## config.mk

```make
export PLATFORM = sky130hd
export DESIGN_NAME = wb_led_matrix_arbiter
export DESIGN_NICKNAME = d
export VERILOG_FILES = /design/src/rtl/wb_led_matrix_arbiter.sv
export SDC_FILE = /design/constraint.sdc
export NUM_CORES = 1
export LEC_CHECK = 0
export CAP_MARGIN = 15
export CORE_AREA = 10 10 116 118
export CTS_CLUSTER_DIAMETER = 30
export DETAILED_ROUTE_END_ITERATION = 6
export DIE_AREA = 0 0 126 128
export DONT_BUFFER_PORTS = 1
export PLACE_DENSITY_LB_ADDON = 0.05
export SETUP_SLACK_MARGIN = 0.02
export SLEW_MARGIN = 15
export SYNTH_ARGS = -nofsm -noshare
export SYNTH_HDL_FRONTEND = slang
export SYNTH_SLANG_ARGS = --single-unit
```

## constraint.sdc

```tcl
create_clock -name clk_i -period 1.65 [get_ports clk_i]
set_clock_uncertainty 0.2 [all_clocks]
set_input_delay 0.0825 -clock clk_i [delete_from_list [all_inputs] [get_ports clk_i]]
set_output_delay 0.0825 -clock clk_i [all_outputs]
set_load 0.02 [all_outputs]
```

## src/rtl/wb_led_matrix_arbiter.sv

```systemverilog
// wb_led_matrix_arbiter
//
// Two-master, one-slave Wishbone arbiter in front of the LED matrix slave
// (wb_led_matrix_top). Master 0 is the RV32I core and master 1 is the NoC
// network interface. Arbitration is round-robin per bus cycle: once a master
// is granted, it keeps the grant for as long as it holds cyc. There is no
// pre-emption.
//
// Optional feature (macro WB_LED_ARB_TIMEOUT_EN):
//   A watchdog counts cycles in which a strobe is presented to the slave
//   without an ack. When the count reaches TIMEOUT_CYCLES, the granted master
//   receives a one-cycle err and the strobe to the slave is suppressed for
//   that cycle. Without the macro, m*_err_o are tied low and no counter
//   exists.
//
// Parameters:
//   DW             data bus width (address is fixed at 32 bits)
//   TIMEOUT_CYCLES stalled-strobe cycles before a watchdog error
//   CNT_W          watchdog counter width, 2**CNT_W > TIMEOUT_CYCLES
//
// Ports:
//   clk_i, rst_n             clock, asynchronous active-low reset
//   m0_* / m1_*              Wishbone master-side ports (adr/dat/sel/we/cyc/stb in,
//                            dat/ack/err out)
//   s_*                      Wishbone slave-side ports (adr/dat/sel/we/cyc/stb out,
//                            dat/ack in)
//   gnt_o                    one-hot current grant, 2'b00 when idle
module wb_led_matrix_arbiter #(
    parameter int unsigned DW             = 32,
    parameter int unsigned TIMEOUT_CYCLES = 255,
    parameter int unsigned CNT_W          = 8
) (
    input  logic          clk_i,
    input  logic          rst_n,

    input  logic [31:0]   m0_adr_i,
    input  logic [DW-1:0] m0_dat_i,
    input  logic [3:0]    m0_sel_i,
    input  logic          m0_we_i,
    input  logic          m0_cyc_i,
    input  logic          m0_stb_i,
    output logic [DW-1:0] m0_dat_o,
    output logic          m0_ack_o,
    output logic          m0_err_o,

    input  logic [31:0]   m1_adr_i,
    input  logic [DW-1:0] m1_dat_i,
    input  logic [3:0]    m1_sel_i,
    input  logic          m1_we_i,
    input  logic          m1_cyc_i,
    input  logic          m1_stb_i,
    output logic [DW-1:0] m1_dat_o,
    output logic          m1_ack_o,
    output logic          m1_err_o,

    output logic [31:0]   s_adr_o,
    output logic [DW-1:0] s_dat_o,
    output logic [3:0]    s_sel_o,
    output logic          s_we_o,
    output logic          s_cyc_o,
    output logic          s_stb_o,
    input  logic [DW-1:0] s_dat_i,
    input  logic          s_ack_i,

    output logic [1:0]    gnt_o
);

    typedef enum logic [1:0] {
        StIdle = 2'd0,
        StGnt0 = 2'd1,
        StGnt1 = 2'd2
    } state_e;

    state_e state_q, state_d;
    // Last grantee; reset to 1 so master 0 wins the first tie.
    logic   last_q, last_d;

    // ------------------------------------------------------------------
    // State register
    // ------------------------------------------------------------------
    always_ff @(posedge clk_i or negedge rst_n) begin
        if (!rst_n) begin
            state_q <= StIdle;
            last_q  <= 1'b1;
        end else begin
            state_q <= state_d;
            last_q  <= last_d;
        end
    end

    // ------------------------------------------------------------------
    // Next-state logic: round-robin on ties from idle, direct handover on
    // release when the other master is already waiting.
    // ------------------------------------------------------------------
    always_comb begin
        state_d = state_q;
        last_d  = last_q;
        unique case (state_q)
            StIdle: begin
                if (m0_cyc_i && m1_cyc_i) begin
                    if (last_q) begin
                        state_d = StGnt0;
                        last_d  = 1'b0;
                    end else begin
                        state_d = StGnt1;
                        last_d  = 1'b1;
                    end
                end else if (m0_cyc_i) begin
                    state_d = StGnt0;
                    last_d  = 1'b0;
                end else if (m1_cyc_i) begin
                    state_d = StGnt1;
                    last_d  = 1'b1;
                end
            end
            StGnt0: begin
                if (!m0_cyc_i) begin
                    if (m1_cyc_i) begin
                        state_d = StGnt1;
                        last_d  = 1'b1;
                    end else begin
                        state_d = StIdle;
                    end
                end
            end
            StGnt1: begin
                if (!m1_cyc_i) begin
                    if (m0_cyc_i) begin
                        state_d = StGnt0;
                        last_d  = 1'b0;
                    end else begin
                        state_d = StIdle;
                    end
                end
            end
            default: begin
                state_d = StIdle;
            end
        endcase
    end

    // ------------------------------------------------------------------
    // Grant decode and the raw strobe the granted master is presenting.
    // ------------------------------------------------------------------
    logic gnt0;
    logic gnt1;
    logic stb_req;
    logic timeout;

    assign gnt0    = (state_q == StGnt0);
    assign gnt1    = (state_q == StGnt1);
    assign gnt_o   = {gnt1, gnt0};
    assign stb_req = (gnt0 & m0_cyc_i & m0_stb_i) | (gnt1 & m1_cyc_i & m1_stb_i);

`ifdef WB_LED_ARB_TIMEOUT_EN
    // ------------------------------------------------------------------
    // Watchdog: counts stalled strobe cycles. An ack in the same cycle as
    // the limit takes priority, so the timeout is gated by !s_ack_i. A
    // dropped strobe (including release of cyc) clears the count.
    // ------------------------------------------------------------------
    logic [CNT_W-1:0] cnt_q, cnt_d;

    assign timeout = stb_req && !s_ack_i && (cnt_q == CNT_W'(TIMEOUT_CYCLES));

    always_comb begin
        cnt_d = cnt_q;
        if (!stb_req || s_ack_i || timeout) begin
            cnt_d = '0;
        end else begin
            cnt_d = cnt_q + 1'b1;
        end
    end

    always_ff @(posedge clk_i or negedge rst_n) begin
        if (!rst_n) begin
            cnt_q <= '0;
        end else begin
            cnt_q <= cnt_d;
        end
    end
`else
    // Watchdog absent: configuration parameters are intentionally unused.
    localparam logic [31:0] CfgBits = 32'(TIMEOUT_CYCLES) ^ 32'(CNT_W);
    logic unused_cfg;
    assign unused_cfg = ^CfgBits;
    assign timeout    = 1'b0;
`endif

    // ------------------------------------------------------------------
    // Bus multiplexing. Everything is combinational from the registered
    // grant, so a master dropping cyc drops s_cyc_o/s_stb_o in the same
    // cycle, and an ack arriving while idle reaches nobody.
    // ------------------------------------------------------------------
    always_comb begin
        s_adr_o  = '0;
        s_dat_o  = '0;
        s_sel_o  = '0;
        s_we_o   = 1'b0;
        s_cyc_o  = 1'b0;
        m0_dat_o = '0;
        m1_dat_o = '0;
        m0_ack_o = 1'b0;
        m1_ack_o = 1'b0;
        unique case (state_q)
            StGnt0: begin
                s_adr_o  = m0_adr_i;
                s_dat_o  = m0_dat_i;
                s_sel_o  = m0_sel_i;
                s_we_o   = m0_we_i;
                s_cyc_o  = m0_cyc_i;
                m0_dat_o = s_dat_i;
                m0_ack_o = s_ack_i;
            end
            StGnt1: begin
                s_adr_o  = m1_adr_i;
                s_dat_o  = m1_dat_i;
                s_sel_o  = m1_sel_i;
                s_we_o   = m1_we_i;
                s_cyc_o  = m1_cyc_i;
                m1_dat_o = s_dat_i;
                m1_ack_o = s_ack_i;
            end
            default: begin
            end
        endcase
    end

    // The timed-out strobe is withheld from the slave for that cycle.
    assign s_stb_o  = stb_req & ~timeout;
    assign m0_err_o = gnt0 & timeout;
    assign m1_err_o = gnt1 & timeout;

endmodule

```

Word level (Yosys, flattened, before mapping). Index checks and enable logic that the tools add are counted.

Register bits: 3. Input port bits: 177.

Eq/ne operators: 6. Multiplexer cells: 26. Bitwise gates (word level): 5. Reductions and logical operators: 5.

Operators with widths (number): $pmux W32 S2 (2); $mux W32 (2); $mux W2 (7); $mux W1 (10); $pmux W4 S2 (1); $ne A2 B2 Y1 const B (3); $pmux W2 S3 (1); $and A1 B1 Y1 (4); $ne A4 B4 Y1 const B (1); $pmux W1 S2 (2); $reduce_and A4 Y1 (1); $pmux W1 S3 (1); $reduce_and A3 Y1 (1); $reduce_bool A3 Y1 (1); $eq A2 B1 Y1 const B (1); $eq A2 B2 Y1 const B (1); $logic_not A2 Y1 (1); $logic_and A1 B1 Y1 (1); $or A1 B1 Y1 (1).

Depth between registers and ports, before layout. Gate-level depths: netlist of the first run.

Depth in word-level cells: 4. Gate-level depth with buffers: 7.

Least setup slack after synthesis of the first run. No wires, ideal clock.

Path kind: reg-to-output. Start point: register state_q[0]. End point: output port s_dat_o[15]. Arrival: 1.509 ns. Data required time: 1.367 ns. Slack: -0.141 ns. Stages on the path, launching flop included: 8. Cells stage by stage: dfrtp_1 inv_1 ha_1 buf_2 buf_4 buf_2 a22oi_1 nor2b_1.

Cells in the longest elaborated chain, start to end: 2.

RTL lines: from (decl) (RTL line 74) `state_e state_q, state_d;`; from (signal assigned) (RTL line 83) `state_q <= StIdle;`; from (signal assigned) (RTL line 86) `state_q <= state_d;`; $eq A2 B2 Y1; named net gnt1 (RTL line 146) `logic gnt1;`; $pmux W32 S2 (RTL line 204) `unique case (state_q)`; to (decl) (RTL line 57) `output logic [DW-1:0] s_dat_o,`.

The timed path passes the listed nets, and every way through them passes these cells.

Worst setup path after layout of the first run.
Start point: register state_q[0]. End point: output port s_dat_o[19].

Cells in the longest elaborated chain, start to end: 2.

RTL lines (RTL line): $eq A2 B2 Y1 / $eq A2 B1 Y1 (equally long branches) (204); $pmux W32 S2 (*) (204).

Mark *: on every way between the ends. The rest lies on a longest branch, timed or not.

==> results_dict.tcl, run 1 <==
set metrics [dict create \
    status "finished with violations" \
    violations "setup timing" \
    p_sw_uw 3622 \
    die_h_um 128 \
    use_met2 0.2363 \
    synth_xor_area_frac 0 \
    worstPathRequired_ns 1.37 \
    grt_pass1_wl_um 15770 \
    route.detailed.drc 0 \
    setup_viol 134 \
    fin_nets 469 \
    initial_core_util 0.1678 \
    fmax_ghz 0.5403 \
    total_power_uw 7195 \
    synth-simple-area-share 0.4757 \
    synth.mux.area_fraction 0 \
    slowest_delay_ns 0.39 \
    synth-edff-count 0 \
    drive_gt1_frac 0.7622 \
    insertion_delay_ns 0.22 \
    cp_slowest_cell "dfrtp_1" \
    period_needed_ns 1.851 \
    pre_cts_slack_ns -0.04965 \
    synth-seq-area-share 0.04053 \
    vdd_drop_max_mv 0.7639 \
    clock_sinks 3 \
    grtUsageTotal 0.1203 \
    synth_cells 275 \
    internal_power_uw 3573 \
    clockPowerShare 0.053 \
    cap_violations 0 \
    ctsRootBufferMaster "clkbuf_16" \
    grt_overflow_total 0 \
    synth_top_family_by_area "simple AND/OR/NAND/NOR gates" \
    postSynth.asyncResetShare 1.000 \
    synth_commonest_cells "nor2b_1 (70), a22oi_1 (69), and2_1 (66)" \
    min-delay-path-class "in -> reg" \
    synth.area.top_cells "a22oi_1 (28%), nor2b_1 (23%), and2_1 (22%), ha_1 (3.3%), buf_2 (3.2%)" \
    num_io_pins 318 \
    cp_max_fo 20 \
    area_growth_pct 68.70 \
    tritoncts "built" \
    gr-max-usage-layer "met2" \
    fin_ws_ns -0.2009 \
    routedWlPerCell_um 25.95 \
    power.leakage_uw 0.001127 \
    die-area_um2 16130 \
    port_buffers 0 \
    fin_setup_tns_ns -15.47 \
    core_um2 11220 \
    fin_util 0.2831 \
    switching_share 0.5034 \
    ant_nets 0 \
    die_w_um 126 \
    synth_compound_area_frac 0.3355 \
    syn-cell-area_um2 1883 \
    startpoint_type "flop" \
    viasPerCell 5.037 \
    synthAdderAreaFrac 0.03322 \
    ys.flop_type "dfrtp_1" \
    vias 2161 \
    drv_slew 0 \
    antenna_found_initial 0 \
    first_global_vias 2510 \
    seqPwrFrac 0.020 \
    gp_congestion 0.6871 \
    final_hold_viol_count 0 \
    clockBufferDepth 2 \
    drtPass1Iterations 4 \
    fin_crit_sh 1.122 \
    antenna_cells 0 \
    ys_ff_latch 3 \
    synth_top_area_cell "a22oi_1" \
    syn_avg_cell_area_um2 6.847 \
    num_rows 39 \
    met1_usage 0.1083 \
    synth.yosys.warnings 0 \
    synthDistinctLibCells 28 \
    grt_max_degree 33 \
    numCtsBuffers 3 \
    clk_pin_slew_ns 0.03 \
    power_frac_comb 0.927 \
    synth_most_common_cell "nor2b_1" \
    path_class "reg -> out" \
    routed_wirelength_um 11130 \
    timing.critical_path.max_delay_family "flip-flops" \
    dr.first_iter.drc_count 73 \
    cp_cell_sequence "inv_2 > ha_4 > buf_12 > a22oi_1 > nor2b_2" \
    grt_use_met3 0.06121 \
    htreeDepth 1 \
    powerDensity_nw_per_um2 2265 \
    yosysTopAreaCellShare 0.2751 \
    rsz0062_at_grt "true" \
    critPathCaptureType "primary output" \
    worst-path-buf-inv 2 \
    dp_hpwl_um 8760 \
    crit_arrival_ns 1.57 \
]
placed cells by master, fill, tap and decap left out:
cell,instances
and2_2,9
dlygate4sd3_1,4
ha_4,4
a31oi_1,1
clkbuf_1,1
conb_1,2
a22oi_4,1
nor2_1,2
buf_4,12
a21oi_1,2
a22oi_1,42
nor2b_2,46
o21ai_1,1
a21boi_2,1
o41ai_2,1
clkbuf_16,5
o21ai_2,1
nor2b_4,24
a22oi_2,28
nand2_2,1
ha_2,1
and2_4,57
nand3_1,2
buf_6,9
buf_16,4
buf_12,9
nand2_1,3
o31ai_2,1
o21ai_0,1
buf_8,1
inv_1,2
dfstp_2,1
dfrtp_1,2
inv_2,2
nand2b_1,2
a22o_1,1
stage by stage:
step | cell area (um^2) | instances | hold WS (ns)
after floorplan | 2088 | 276 | -0.4131
after global placement | 2356 | 410 | -0.4129
after detailed placement | 2356 | 410 | -0.4129
after CTS | 2920 | 426 | 0.01955
after global routing | 3177 | 429 | 0.05890
final | 3177 | 429 | 0.01914
registers in the layout (all words and copies together) (netlist names):
signal and cells:
last_q 1, state_q 2
layout make-up:
cell class,instances,area (um^2)
clock buffers,4,78.83
fillers,1188,8046
inverters,4,15.01
multi-input cells,234,2241
flip-flops and latches,3,76.32
well taps,143,178.9
repair buffers,41,586.8
kinds of logic after synthesis:
family	Yosys count
AND/OR/NAND/NOR	146
AO/OA/AOI/OAI	81
buffers and inverters	39
adder cells (fa/ha/maj)	5
flip-flops	3
other	1
worst paths after layout:
kind / from / to / slack [ns] / cells past startpoint
hold / removal: m1_cyc_i / state_q[0] / 0.02 / 3
hold reg to reg: last_q / last_q / 0.44 / 3
setup reg to reg: state_q[0] / state_q[0] / -0.05 / 6
max in group asynchronous: rst_n / last_q / 0.58 / 2
min in group asynchronous: rst_n / state_q[0] / 0.45 / 2
setup / recovery: state_q[0] / s_dat_o[19] / -0.20 / 5
metal layers:
layer  wire length, um  vias up
li1                  -      973
met1              3566     1014
met2              6157      170
met3              1347        4
met4                62        0
met5                 0        -
what timing repair did:
action / CTS / global route
setup buffers: 4 / 1
hold buffers: 4 / 0
setup endpoints to repair: 140 / 141
pin swaps: 13 / 9
gates resized for setup: 135 / 63
cloned: 4 / 2
endpoints found under the hold margin: 6 / 0
power by group through the flow:
stage,clock network (uW),registers (uW),logic (uW)
floorplan,0,141,4050
global placement,0,144,5150
detailed placement,0,142,5100
CTS,388,144,6210
global route,402,150,7090
finish,382,143,6670
worst register-to-register path, delay by kind of cell (launching register included):
| family | cells | cell delay, ns |
|---|---|---|
| AOI/OAI and AO/OA | 3 | 0.54 |
| adders and majority gates | 1 | 0.19 |
| buffers and inverters | 2 | 0.28 |
| DFF | 1 | 0.39 |
Power figures use the tool's default switching activity.
==> inputs of run 2 (changes only) <==
--- a/config.mk
+++ b/config.mk
@@ -5,11 +5,11 @@
 export SDC_FILE = /design/constraint.sdc
 export NUM_CORES = 1
 export LEC_CHECK = 0
-export CAP_MARGIN = 15
-export CORE_AREA = 10 10 116 118
+export CAP_MARGIN = 10
+export CORE_AREA = 10 10 115 117
 export CTS_CLUSTER_DIAMETER = 30
 export DETAILED_ROUTE_END_ITERATION = 6
-export DIE_AREA = 0 0 126 128
+export DIE_AREA = 0 0 125 127
 export DONT_BUFFER_PORTS = 1
 export PLACE_DENSITY_LB_ADDON = 0.05
 export SETUP_SLACK_MARGIN = 0.02
==> run 2 against run 1 <==
Effect of this change: the run still ends with setup timing left; die area shrank 1.6%; first-iteration DRC count fell by 34%; non-clock buffer count rose by 7; worst hold slack got worse by 0.0027 ns; setup slack got worse by 0.031 ns; core utilization is 3.8 points higher; via count rose by 1.8%; total power increased by 13%; largest power group unchanged.
==> results_dict.tcl, run 2 (same netlist as run 1, synthesis figures left out) <==
set metrics [dict create \
    multi_input_area_um2 2467 \
    vdd_drop_max_mv 1.069 \
    numCtsBuffers 3 \
    grtUsageTotal 0.1187 \
    top_register "state_q" \
    slowest_delay_ns 0.44 \
    fin_ws_ns -0.2323 \
    place_inst 406 \
    n_fill_cell 1133 \
    period_needed_ns 1.882 \
    final_cell_mix "and2_4 (66), a22oi_2 (47), nor2b_4 (43)" \
    cp_cell_sequence "buf_6 > ha_4 > buf_4 > clkbuf_16 > a22oi_1 > nor2b_2" \
    grt_max_degree 35 \
    area_growth_pct 89.90 \
    num_rows 39 \
    startpoint_type "flop" \
    initial_core_util 0.1693 \
    rsz0062_at_grt "true" \
    violations "setup timing" \
    vias 2200 \
    cp_max_fo 6 \
    cap_violations 0 \
    whs_ns 0.01645 \
    dr.first_iter.drc_count 48 \
    drv_slew 0 \
    htreeDepth 1 \
    clockBufferDepth 2 \
    die_w_um 125 \
    reg2reg_slack_ns -0.14 \
    drtPass1Iterations 4 \
    largest_reg_flops 2 \
    first_global_vias 2483 \
    fin_cells 436 \
    die_h_um 127 \
    fin_nets 476 \
    fin_crit_sh 1.141 \
    routedWlPerCell_um 26.14 \
    routed_wirelength_um 11400 \
    insertion_delay_ns 0.23 \
    powerDensity_nw_per_um2 2270 \
    critPathCaptureType "primary output" \
    die-area_um2 15880 \
    final_area_um2 3576 \
    path_class "reg -> out" \
    total_power_uw 8117 \
    grt_pass1_wl_um 15390 \
    cp_slowest_cell "dfrtp_2" \
    drive_gt1_frac 0.8498 \
    core_um2 11130 \
    tritoncts "built" \
    port_buffers 0 \
    worstPathRequired_ns 1.37 \
    viasPerCell 5.046 \
    ant_nets 0 \
    crit_arrival_ns 1.60 \
    route.detailed.drc 0 \
    final_hold_viol_count 0 \
    status "finished with violations" \
    seqCellArea_um2 77.57 \
    grt_overflow_total 0 \
    dp_hpwl_um 8561 \
    clk_pin_slew_ns 0.03 \
    setup_viol 108 \
    largestRegisters "state_q (2), last_q (1)" \
    clock_sinks 3 \
    power.leakage_uw 0.001273 \
    antenna_cells 0 \
    final_common_cell "and2_4" \
    antenna_found_initial 0 \
    gp_congestion 0.7037 \
    fmax_ghz 0.5313 \
    num_io_pins 318 \
    min-delay-path-class "in -> reg" \
    place_area_um2 2326 \
    ctsRootBufferMaster "clkbuf_16" \
]
## run 2: through the flow
step / setup slack [ns] / utilization / setup TNS [ns]
global placement: -0.1188 / 0.2091 / -3.356
CTS: -0.2296 / 0.2774 / -15.67
detailed placement: -0.09627 / 0.2091 / -1.994
finish: -0.2323 / 0.3214 / -17.73
global route: -0.2777 / 0.3214 / -22.95
floorplan: 0.02710 / - / 0
## run 2: layout make-up
cell class	count	share of cell area
clock buffers	4	0.02204
repair buffers	48	0.2106
multi-input cells	234	0.6900
well taps	143	0.05004
inverters	4	0.005598
flip-flops and latches	3	0.02169
## run 2: critical path: cells and delay by family (launching register included)
family | cells | cell delay, ns
AOI/OAI and AO/OA | 1 | 0.20
adders and majority gates | 1 | 0.18
buffers and inverters | 3 | 0.43
DFF | 1 | 0.44
and+or+nand+nor | 1 | 0.12
## run 2: path summary, 6_finish.rpt
kind / startpoint / to / cells after the start
setup / recovery: state_q[1] / s_dat_o[19] / 6
hold / removal: m0_cyc_i / state_q[1] / 4
setup reg to reg: state_q[0] / state_q[0] / 6
hold reg to reg: last_q / last_q / 3
max in group asynchronous: rst_n / last_q / 2
min in group asynchronous: rst_n / state_q[0] / 2
## run 2: where the power goes
part           internal (uW)  switching [uW]  total (uW)
sequential               117            40.7         158
clock                    320            77.0         397
combinational           3780            3780        7560
## run 2: what timing repair did
item                       in CTS  in global routing
hold buffers                    4                  0
hold endpoints to repair        6                  0
gates resized for setup       196                 72
pin swaps                       4                 10
cloned                          3                  6
buffers inserted                4                 11
setup endpoints to repair     141                142
## run 2: layer usage
metal | track usage | vias up | wire (um)
met3 | 0.05459 | 5 | 1183
li1 | - | 981 | -
met2 | 0.2308 | 169 | 6289
met4 | 0.02033 | 0 | 74
met5 | 0 | - | 0
met1 | 0.1127 | 1045 | 3848
